$ cat src/rtl/pipe_hazard_ctrl.sv
// Hazard unit: shadow EX/MEM/WB pipeline, load-use and dependency stalls,
// operand forwarding selects, branch flush, saturating event counters.
module pipe_hazard_ctrl #(
  parameter int ADDR_W   = 5,
  parameter int FWD_EN   = 1,
  parameter int BR_STAGE = 3,
  parameter int CNT_W    = 16
) (
  input  logic              clk_i,
  input  logic              rst_n,
  input  logic              id_valid_i,
  input  logic [ADDR_W-1:0] id_rs1_i,
  input  logic [ADDR_W-1:0] id_rs2_i,
  input  logic              id_rs1_used_i,
  input  logic              id_rs2_used_i,
  input  logic [ADDR_W-1:0] id_rd_i,
  input  logic              id_regwrite_i,
  input  logic              id_memread_i,
  input  logic              branch_taken_i,
  output logic              stall_o,
  output logic              flush_o,
  output logic [1:0]        fwd_a_o,
  output logic [1:0]        fwd_b_o,
  output logic [CNT_W-1:0]  stall_cnt_o,
  output logic [CNT_W-1:0]  flush_cnt_o
);

  localparam bit FWD = (FWD_EN != 0);
  localparam bit BR3 = (BR_STAGE == 3);

  if (BR_STAGE != 2 && BR_STAGE != 3) begin : g_bad_br
    $error("pipe_hazard_ctrl: BR_STAGE must be 2 or 3");
  end

  typedef struct packed {
    logic              valid;
    logic [ADDR_W-1:0] rd;
    logic              regwrite;
    logic              memread;
  } ent_t;

  ent_t ex_q;
  ent_t mem_q;
  ent_t wb_q;
  ent_t id_ent;

  function automatic logic hit(
    input ent_t              e,
    input logic [ADDR_W-1:0] src,
    input logic              used
  );
    return used & e.valid & e.regwrite &
           (e.rd != '0) & (e.rd == src);
  endfunction

  function automatic logic [1:0] sel(
    input logic h_ex,
    input logic h_mem
  );
    logic [1:0] s;
    s = 2'b00;
    if (h_ex)       s = 2'b10;
    else if (h_mem) s = 2'b01;
    return s;
  endfunction

  logic rs1_ex;
  logic rs2_ex;
  logic rs1_mem;
  logic rs2_mem;
  logic stall_raw;
  logic ex_load;
  logic [1:0] fwd_a_d;
  logic [1:0] fwd_b_d;

  assign rs1_ex  = hit(ex_q,  id_rs1_i, id_rs1_used_i);
  assign rs2_ex  = hit(ex_q,  id_rs2_i, id_rs2_used_i);
  assign rs1_mem = hit(mem_q, id_rs1_i, id_rs1_used_i);
  assign rs2_mem = hit(mem_q, id_rs2_i, id_rs2_used_i);

  assign id_ent = '{
    valid:    1'b1,
    rd:       id_rd_i,
    regwrite: id_regwrite_i,
    memread:  id_memread_i
  };

  // WB matches never stall: the register file writes through.
  always_comb begin
    stall_raw = 1'b0;
    if (FWD)
      stall_raw = id_valid_i & ex_q.memread &
                  (rs1_ex | rs2_ex);
    else
      stall_raw = id_valid_i &
                  (rs1_ex | rs2_ex | rs1_mem | rs2_mem);
  end

  assign flush_o = branch_taken_i;
  assign stall_o = stall_raw & ~flush_o;
  assign ex_load = id_valid_i & ~stall_o & ~flush_o;

  always_comb begin
    fwd_a_d = 2'b00;
    fwd_b_d = 2'b00;
    if (FWD && ex_load) begin
      fwd_a_d = sel(rs1_ex, rs1_mem);
      fwd_b_d = sel(rs2_ex, rs2_mem);
    end
  end

  always_ff @(posedge clk_i or negedge rst_n) begin
    if (!rst_n) begin
      ex_q        <= '0;
      mem_q       <= '0;
      wb_q        <= '0;
      fwd_a_o     <= 2'b00;
      fwd_b_o     <= 2'b00;
      stall_cnt_o <= '0;
      flush_cnt_o <= '0;
    end else begin
      ex_q    <= ex_load ? id_ent : '0;
      mem_q   <= (BR3 && flush_o) ? '0 : ex_q;
      wb_q    <= mem_q;
      fwd_a_o <= fwd_a_d;
      fwd_b_o <= fwd_b_d;
      if (stall_o && stall_cnt_o != '1)
        stall_cnt_o <= stall_cnt_o + CNT_W'(1);
      if (flush_o && flush_cnt_o != '1)
        flush_cnt_o <= flush_cnt_o + CNT_W'(1);
    end
  end

  logic unused_wb;
  assign unused_wb = ^wb_q;

endmodule

$ cat config.mk
export PLATFORM = sky130hd
export DESIGN_NAME = pipe_hazard_ctrl
export DESIGN_NICKNAME = d
export VERILOG_FILES = /design/src/rtl/pipe_hazard_ctrl.sv
export SDC_FILE = /design/constraint.sdc
export NUM_CORES = 1
export LEC_CHECK = 0
export CAP_MARGIN = 20
export CORE_ASPECT_RATIO = 0.5
export CORE_UTILIZATION = 56
export DETAILED_ROUTE_END_ITERATION = 7
export DONT_BUFFER_PORTS = 1
export PLACE_DENSITY_LB_ADDON = 0.08
export SLEW_MARGIN = 20
export SYNTH_ARGS = -nofsm -noshare
export SYNTH_HDL_FRONTEND = slang
export SYNTH_SLANG_ARGS = --single-unit
$ cat constraint.sdc
create_clock -name clk_i -period 2.4 [get_ports clk_i]
set_clock_uncertainty 0.15 [all_clocks]
set_input_delay 0.72 -clock clk_i [delete_from_list [all_inputs] [get_ports clk_i]]
set_output_delay 0.72 -clock clk_i [all_outputs]
set_load 0.01 [all_outputs]
# ---- Word level (Yosys, flattened, before mapping)
# Cells that the tools add are included.
dict set report totals {
  reg_bits 51
  in_bits 23
  elab_cells 55
}
dict set report classes {
  n_addsub 2
  eq_ne 6
  muxes 8
  bitwise 24
  n_reduce_logical 4
}
# op count
set op_table {}
lappend op_table {{16-bit by 1-bit adder with 16-bit output (second input constant)} 2}
lappend op_table {{16-bit != test (second input constant)} 2}
lappend op_table {{1-bit AND} 21}
lappend op_table {{5-bit equality test} 4}
lappend op_table {{8-bit two-way mux} 2}
lappend op_table {{5-bit nonzero test} 2}
lappend op_table {{2-bit two-way mux} 4}
lappend op_table {{1-bit logical AND} 2}
lappend op_table {{1-bit two-way mux} 2}
lappend op_table {{1-bit NOT} 2}
lappend op_table {{1-bit OR} 1}

# ---- Longest topological paths before layout
dict set report depth {
  word_depth 11
  mapped_depth 8
}

# ---- Worst setup path before layout
# OpenSTA, ideal clock, no wires.
dict set report synth_path {
  path_type {in2out}
  start {input port id_rs2_i[4]}
  end {output port stall_o}
  t_arrival_ns 1.562
  required_ns 1.530
  setup_slack_ns -0.032
  path_stages 5
  path_cell_list {xor2_1 > nor4_1 > and3_1 > o21ba_1 > buf_6}
}
dict set report synth_between {
  elab_chain_cells 5
}
# item line_no
set synth_rtl {}
lappend synth_rtl {{from (decl)} 13} ;# input logic [ADDR_W-1:0] id_rs2_i,
lappend synth_rtl {{5-bit equality test} 53} ;# (e.rd != '0) & (e.rd == src);
lappend synth_rtl {{1-bit AND} 53}
lappend synth_rtl {{1-bit OR} n/a}
lappend synth_rtl {{1-bit AND} 92} ;# stall_raw = id_valid_i & ex_q.memread &
lappend synth_rtl {{1-bit AND} 100} ;# assign stall_o = stall_raw & ~flush_o;
lappend synth_rtl {{to (decl)} 20} ;# output logic stall_o,
# No other way between the ends.

# ---- Final worst setup path
dict set report layout_path {
  start {register ex_q[3] (netlist bit)}
  end {output port stall_o}
}
dict set report layout_between {
  elab_chain_cells 6
  elab_cells_between_ends 10
  classes_between {eq/ne: 2; bitwise: 7; reduce/logical: 1}
}
# item line_no
set layout_rtl {}
lappend layout_rtl {{from (decl)} 42} ;# ent_t ex_q;
lappend layout_rtl {{from (signal assigned)} 122} ;# ex_q <= ex_load ? id_ent : '0;
lappend layout_rtl {{5-bit nonzero test} 53}
lappend layout_rtl {{1-bit AND} 52} ;# return used & e.valid & e.regwrite &
lappend layout_rtl {{1-bit AND} 53}
lappend layout_rtl {{1-bit OR (*)} n/a}
lappend layout_rtl {{1-bit AND (*)} 92}
lappend layout_rtl {{1-bit AND (*)} 100}
# Every way passes the cells marked *; elsewhere a longest branch is shown, timed or not.

==> results.json <==
{
  "grt_overflow_total": 0,
  "detail_route.first_pass.iterations": 4,
  "status": "finished, violations left",
  "via_count_of_the_first_global_routing_pass": 1714,
  "synth_cell_type_count": 35,
  "placement.io_buffers": 0,
  "cts.reportedPaths.clkPinSlew_ns": 0.08,
  "timing.fmax_mhz": 387,
  "cts_num_sinks": 51,
  "yosysMostFrequentCell": "dfrtp_1",
  "drc": 0,
  "synthesis.yosys.warnings": 0,
  "drive_gt1_frac": 0.194,
  "postSynth.topFlopCell": "dfrtp_1",
  "grt_setup_unrepaired": "true",
  "post_synth_instance_area_um2": 2440,
  "synth_seq_cells": 51,
  "critPathKind": "flip-flop to primary output",
  "insertion_delay_ns": 0.29,
  "final_cell_count_no_fill": 307,
  "synth_edf_count": 0,
  "end_kind": "primary output",
  "vias_per_cell": 5.61,
  "design.portCount": 61,
  "worstPathArrival_ns": 1.71,
  "yosys-top-cells-area": "dfrtp_1 52%, xor2_1 10%, xnor2_1 6.1%",
  "cp_cell_sequence": "buf_4 -> or4_4 -> o211ai_2 -> o21ba_4",
  "async_flop_share": 1.00,
  "tritoncts": "yes",
  "final-max-slew-violation-count": 0,
  "crit_required_ns": 1.53,
  "multiInputGateArea_um2": 1200,
  "post-route-util": 0.710,
  "netlist_instances": 227,
  "final_antenna_net_count": 0,
  "critical-path-slowest-cell": "or4_4",
  "totalPowerFinal_w": 0.00173,
  "largest_net_degree_at_the_start_of_global_routing": 52,
  "tightestPinTransition_ns": 0.465,
  "violations": "negative setup slack",
  "whs_ns": 0.120,
  "start_kind": "flip-flop",
  "timing_hold_violations_final": 0,
  "most_numerous_cell_types_in_the_synthesized_netlist": "51 x dfrtp_1, 28 x xor2_1, 17 x nand2_1, 17 x nor2_1, 17 x xnor2_1",
  "critical_path.max_stage_delay_ns": 0.51,
  "cts-root-buf": "clkbuf_8",
  "n_fill_cell": 299,
  "clockBufferDepth": 2,
  "synth_nets": 252,
  "critical_path.max_fanout": 3,
  "setup-violations-final": 3,
  "synth_sequential_area_ratio": 0.523,
  "hp-class": "input port to asynchronous set/reset pin",
  "h-tree-depth": 2,
  "core-area_um2": 4040,
  "final-seq-area_um2": 1280,
  "fin_ws_ns": -0.181,
  "max-slew-margin-rel": 0.689,
  "drt-wirelength-per-cell_um": 16.5,
  "die_area_um2": 4640,
  "num_antenna_cells": 0,
  "std_cell_rows": 16,
  "gp_congestion": 0.824,
  "post-place-cells": 288,
  "final_net_count": 277,
  "cts_buffers": 5,
  "vias": 1721,
  "synth_top_cell_by_area": "dfrtp_1",
  "areaGrowthSynthToFinish_pct": 17.6,
  "die-width_um": 95.3,
  "synth_top_area_frac": 0.523,
  "globalRouteTotalUtil": 0.224,
  "detailedPlacementHpwl_mm": 3.47,
  "maxCapViolCount": 0,
  "timing.final.crit_share": 1.08,
  "route.final.wire_length_mm": 5.05,
  "drt-initial-drc-count": 75,
  "avgSynthCellArea_um2": 10.7,
  "grt_pass1_wl_mm": 7.83,
  "leakage_nw": 1.36,
  "layout_min_cycle_time_ns": 2.58,
  "initial_util": 0.603,
  "power.density_cell_area_nw_per_um2": 603,
  "die_height_um": 48.7,
  "antenna_found_initial": 0,
  "vdd_drop_max_v": 0.000359
}
power by group:
part	internal [W]	switching, W
Combinational	0.0000961	0.0000879
Clock	0.000236	0.000260
Sequential	0.000925	0.000126
cell usage in the layout (no fill, tap or decap), types with 3 or more instances in the layout:
cell,synthesis,routed
nand3_1,16,16
buf_4,1,15
nor4_2,0,3
o21a_1,3,3
inv_1,6,6
nor2b_1,7,7
clkbuf_8,0,6
and3_1,4,4
xnor2_1,17,17
nor2_1,17,16
nor4_1,8,4
nand4_1,9,9
nand2_1,17,17
and2_1,10,10
buf_6,1,6
dfrtp_1,51,50
xor2_1,28,26
through the flow:
stage / setup TNS (ns) / cell area (um2) / setup slack [ns]
floorplan: -0.0277 / 2440 / -0.0277
global placement: -0.332 / 2560 / -0.0843
global route: -1.03 / 2870 / -0.288
finish: -0.228 / 2870 / -0.181
CTS: -0.135 / 2750 / -0.135
detailed placement: -0.404 / 2560 / -0.106
what timing repair did:
action                                 in CTS  in global routing
setup endpoints to repair                   3                  9
pin swaps                                  10                 11
buffers inserted                            4                  8
hold buffers                                1                  0
resized for setup                           8                 17
endpoints found under the hold margin      51                  0
registers in the layout (all words and copies together) (netlist names):
register	cells
stall_cnt_o	16
flush_cnt_o	16
ex_q	8
fwd_b_o	2
mem_q	7
fwd_a_o	2
critical path: cells and delay by family (launching register included):
| kind | cells | cell delay [ns] |
|---|---|---|
| compound gates | 2 | 0.38 |
| flops | 1 | 0.39 |
| simple gates | 1 | 0.51 |
| buf+inv | 1 | 0.14 |
final timing paths:
path	start	to	slack, ns	cells past startpoint
worst max-delay path	ex_q[3]$_DFF_PN0_	stall_o	-0.18	4
worst min-delay path	rst_n	stall_cnt_o[14]$_DFFE_PN0P_	0.12	1
worst max register to register	ex_q[3]$_DFF_PN0_	stall_cnt_o[1]$_DFFE_PN0P_	-0.03	11
worst min register to register	ex_q[1]$_DFF_PN0_	mem_q[1]$_DFF_PN0_	0.40	1
max in group asynchronous	rst_n	ex_q[6]$_DFF_PN0_	1.75	1
min in group clk_i	branch_taken_i	mem_q[1]$_DFF_PN0_	0.33	1
layer usage:
layer	track usage	share of wire	up-vias
met2	0.388	0.51	42
met1	0.260	0.42	847
li1	-	-	826
met5	0	0	-
met3	0.0912	0.061	6
met4	0.0505	0.0079	0
logic make-up (layout without fill, tap and decap cells):
| family | after synthesis | count (layout) | share of synthesized area |
|---|---|---|---|
| fa+ha+maj | 2 | 2 | 0.0103 |
| mux | 3 | 3 | 0.0138 |
| compound gates | 14 | 14 | 0.0462 |
| xor+xnor | 45 | 45 | 0.162 |
| flops | 51 | 51 | 0.523 |
| simple gates | 102 | 102 | 0.225 |
| buf+inv | 10 | 36 | 0.0200 |
layout make-up:
type                            instances  share of cell area
Inverter                                6             0.00785
Clock inverter                          1             0.00305
Timing Repair Buffer                   22              0.0724
Clock buffer                            7              0.0301
Tap cell                               54              0.0235
Multi-Input combinational cell        166               0.418
Sequential cell                        51               0.445
Power figures use the tool's default switching activity.
==> edit (same settings) <==
Register the output `flush_cnt_o` once more, cleared by the reset; this adds one clock of latency there. The other outputs are not delayed to match.
--- a/src/rtl/pipe_hazard_ctrl.sv
+++ b/src/rtl/pipe_hazard_ctrl.sv
@@ -29,2 +29,4 @@
   localparam bit BR3 = (BR_STAGE == 3);
+
+  logic [CNT_W-1:0] flush_cnt_s0;
 
@@ -119,3 +121,3 @@
       stall_cnt_o <= '0;
-      flush_cnt_o <= '0;
+      flush_cnt_s0 <= '0;
     end else begin
@@ -128,4 +130,4 @@
         stall_cnt_o <= stall_cnt_o + CNT_W'(1);
-      if (flush_o && flush_cnt_o != '1)
-        flush_cnt_o <= flush_cnt_o + CNT_W'(1);
+      if (flush_o && flush_cnt_s0 != '1)
+        flush_cnt_s0 <= flush_cnt_s0 + CNT_W'(1);
     end
@@ -136,2 +138,10 @@
 
+  always_ff @(posedge clk_i or negedge rst_n) begin
+    if (!rst_n) begin
+      flush_cnt_o <= '0;
+    end else begin
+      flush_cnt_o <= flush_cnt_s0;
+    end
+  end
+
 endmodule
Formal check against the unedited RTL: not equivalent (a bounded check fails within 4 cycles, from zero or initial values and one cycle with rst_n low).
==> edit against the unedited design <==
The flow finishes with violations (hold timing, setup timing); total power is 37% higher; first-iteration DRC count is 63% lower; worst setup slack better by 0.019 ns; sequential power is 31% higher; synthesized cell count is 4.4% higher; design area is 10% higher; wire length is 1.9% lower; register-to-register slack better by 0.19 ns; critical path type unchanged; area after synthesis is 16% higher; die area is 16% higher; sequential cell count is 16 higher; via count is 5.2% higher.
==> edit: results <==
export IMPL_p_switching_uw=606
export IMPL_worstPathArrival_ns=1.69
export IMPL_synth_cell_type_count=37
export IMPL_grtUsageTotal_pct=21.1
export IMPL_yosysWarnings=0
export IMPL_yosys_top_cells_count="dfrtp_1, xnor2_1, xor2_1, nand2_1, nor2_1"
export IMPL_hold_viol=67
export IMPL_io_buffers=0
export IMPL_setup_viol=1
export IMPL_r2r_setup_slack_ns=0.16
export IMPL_gp_congestion=0.955
export IMPL_viasPerCell=5.56
export IMPL_cp_max_fo=2
export IMPL_h_tree_depth=3
export IMPL_crit_family="simple AND/OR/NAND/NOR gates"
export IMPL_wl_per_cell_um=15.2
export IMPL_grt_max_degree=68
export IMPL_dp_slack_ns=0.0844
export IMPL_dpl_hpwl_um=3520
export IMPL_ys_seq_area_share_pct=59.2
export IMPL_grt_pass1_wl_um=8050
export IMPL_synth_area_top_cells="dfrtp_1, xnor2_1, xor2_1"
export IMPL_max_vdd_ir_drop_mv=0.562
export IMPL_leakagePower_nw=1.47
export IMPL_failed_checks="hold timing, setup timing"
export IMPL_hold_slack_ns=-0.0846
export IMPL_synth_edf_count=0
export IMPL_cpPeakStageDelay_ns=0.56
export IMPL_cts_made_buffers=9
export IMPL_layout_drive_gt1_share_pct=13.5
export IMPL_grt_pass1_vias=1833
export IMPL_worst_pin_slew_ns=0.590
export IMPL_nets=281
export IMPL_drt_iter0_markers=28
export IMPL_reg_top3="flush_cnt_o x16, flush_cnt_s0 x16, stall_cnt_o x16"
export IMPL_rr_worst_depth=6
export IMPL_status="finished with violations"
export IMPL_worst_slack_ns=-0.162
export IMPL_finalSetupTns_ns=-0.162
export IMPL_path_clk_slew_ns=0.07
export IMPL_insertion_delay_ns=0.34
export IMPL_syn_num_nets=262
## edit: layout make-up
class / instances / area [um^2]
Timing Repair Buffer: 11 / 82.6
Tap cell: 66 / 82.6
Inverter: 3 / 11.3
Clock inverter: 3 / 23.8
Fill cell: 352 / 1450
Sequential cell: 67 / 1680
Multi-Input combinational cell: 164 / 1130
Clock buffer: 12 / 155
## edit: how the worst min path moves through the flow
| stage | cells past startpoint | slack (ns) | end |
|---|---|---|---|
| floorplan | 0 | 0.20 | flush_cnt_o[15]$_DFF_PN0_ |
| global placement | 0 | 0.22 | flush_cnt_o[15]$_DFF_PN0_ |
| detailed placement | 0 | 0.22 | flush_cnt_o[15]$_DFF_PN0_ |
| CTS | 0 | -0.10 | stall_cnt_o[6]$_DFFE_PN0P_ |
| global route | 0 | -0.11 | stall_cnt_o[6]$_DFFE_PN0P_ |
| finish | 0 | -0.08 | stall_cnt_o[14]$_DFFE_PN0P_ |
## edit: worst reg2reg max path: cells and delay by family, from the launching register on
kind | cells | cell delay (ns)
flip-flops | 1 | 0.38
multiplexers | 1 | 0.38
AND/OR/NAND/NOR | 1 | 0.56
AO/OA/AOI/OAI | 3 | 0.51
buffers and inverters | 1 | 0.15
## edit: metrics by stage
stage | std cells | utilization [%] | area [um^2] | power, mW
floorplan | 237 | - | 2830 | 1.51
global placement | 310 | 64.3 | 2970 | 1.54
detailed placement | 310 | 64.3 | 2970 | 1.56
CTS | 326 | 68.3 | 3150 | 2.40
global route | 326 | 68.6 | 3170 | 2.48
finish | 326 | 68.6 | 3170 | 2.38
## edit: repair_timing
item | CTS | global route
gates cloned | 0 | 0
endpoints found under the setup margin | 1 | 1
gates resized for setup | 0 | 3
endpoints found under the hold margin | 67 | 67
pin swaps | 0 | 0
setup buffers | 1 | 0
## edit: logic make-up (layout without fill, tap and decap cells)
family,Yosys count,in the layout,synth area share [%]
mux,3,3,1.15
flops,67,67,59.2
buf+inv,6,29,1.19
fa+ha+maj,2,2,0.884
xor+xnor,47,47,14.5
compound gates,14,14,4.07
simple gates,98,98,19.0
## edit: routing by layer
metal / share of wire, % / track usage [%]
met5: 0 / 0
met4: 1.1 / 9.29
met3: 5.8 / 8.80
met2: 52 / 37.2
met1: 41 / 22.5
## edit: power groups by stage
stage	Sequential (mW)	Combinational (mW)	Clock, mW
2_1_floorplan	1.37	0.133	0
3_3_place_gp	1.40	0.146	0
3_5_place_dp	1.41	0.157	0
4_1_cts	1.38	0.160	0.857
5_1_grt	1.40	0.179	0.901
6_report	1.38	0.157	0.837
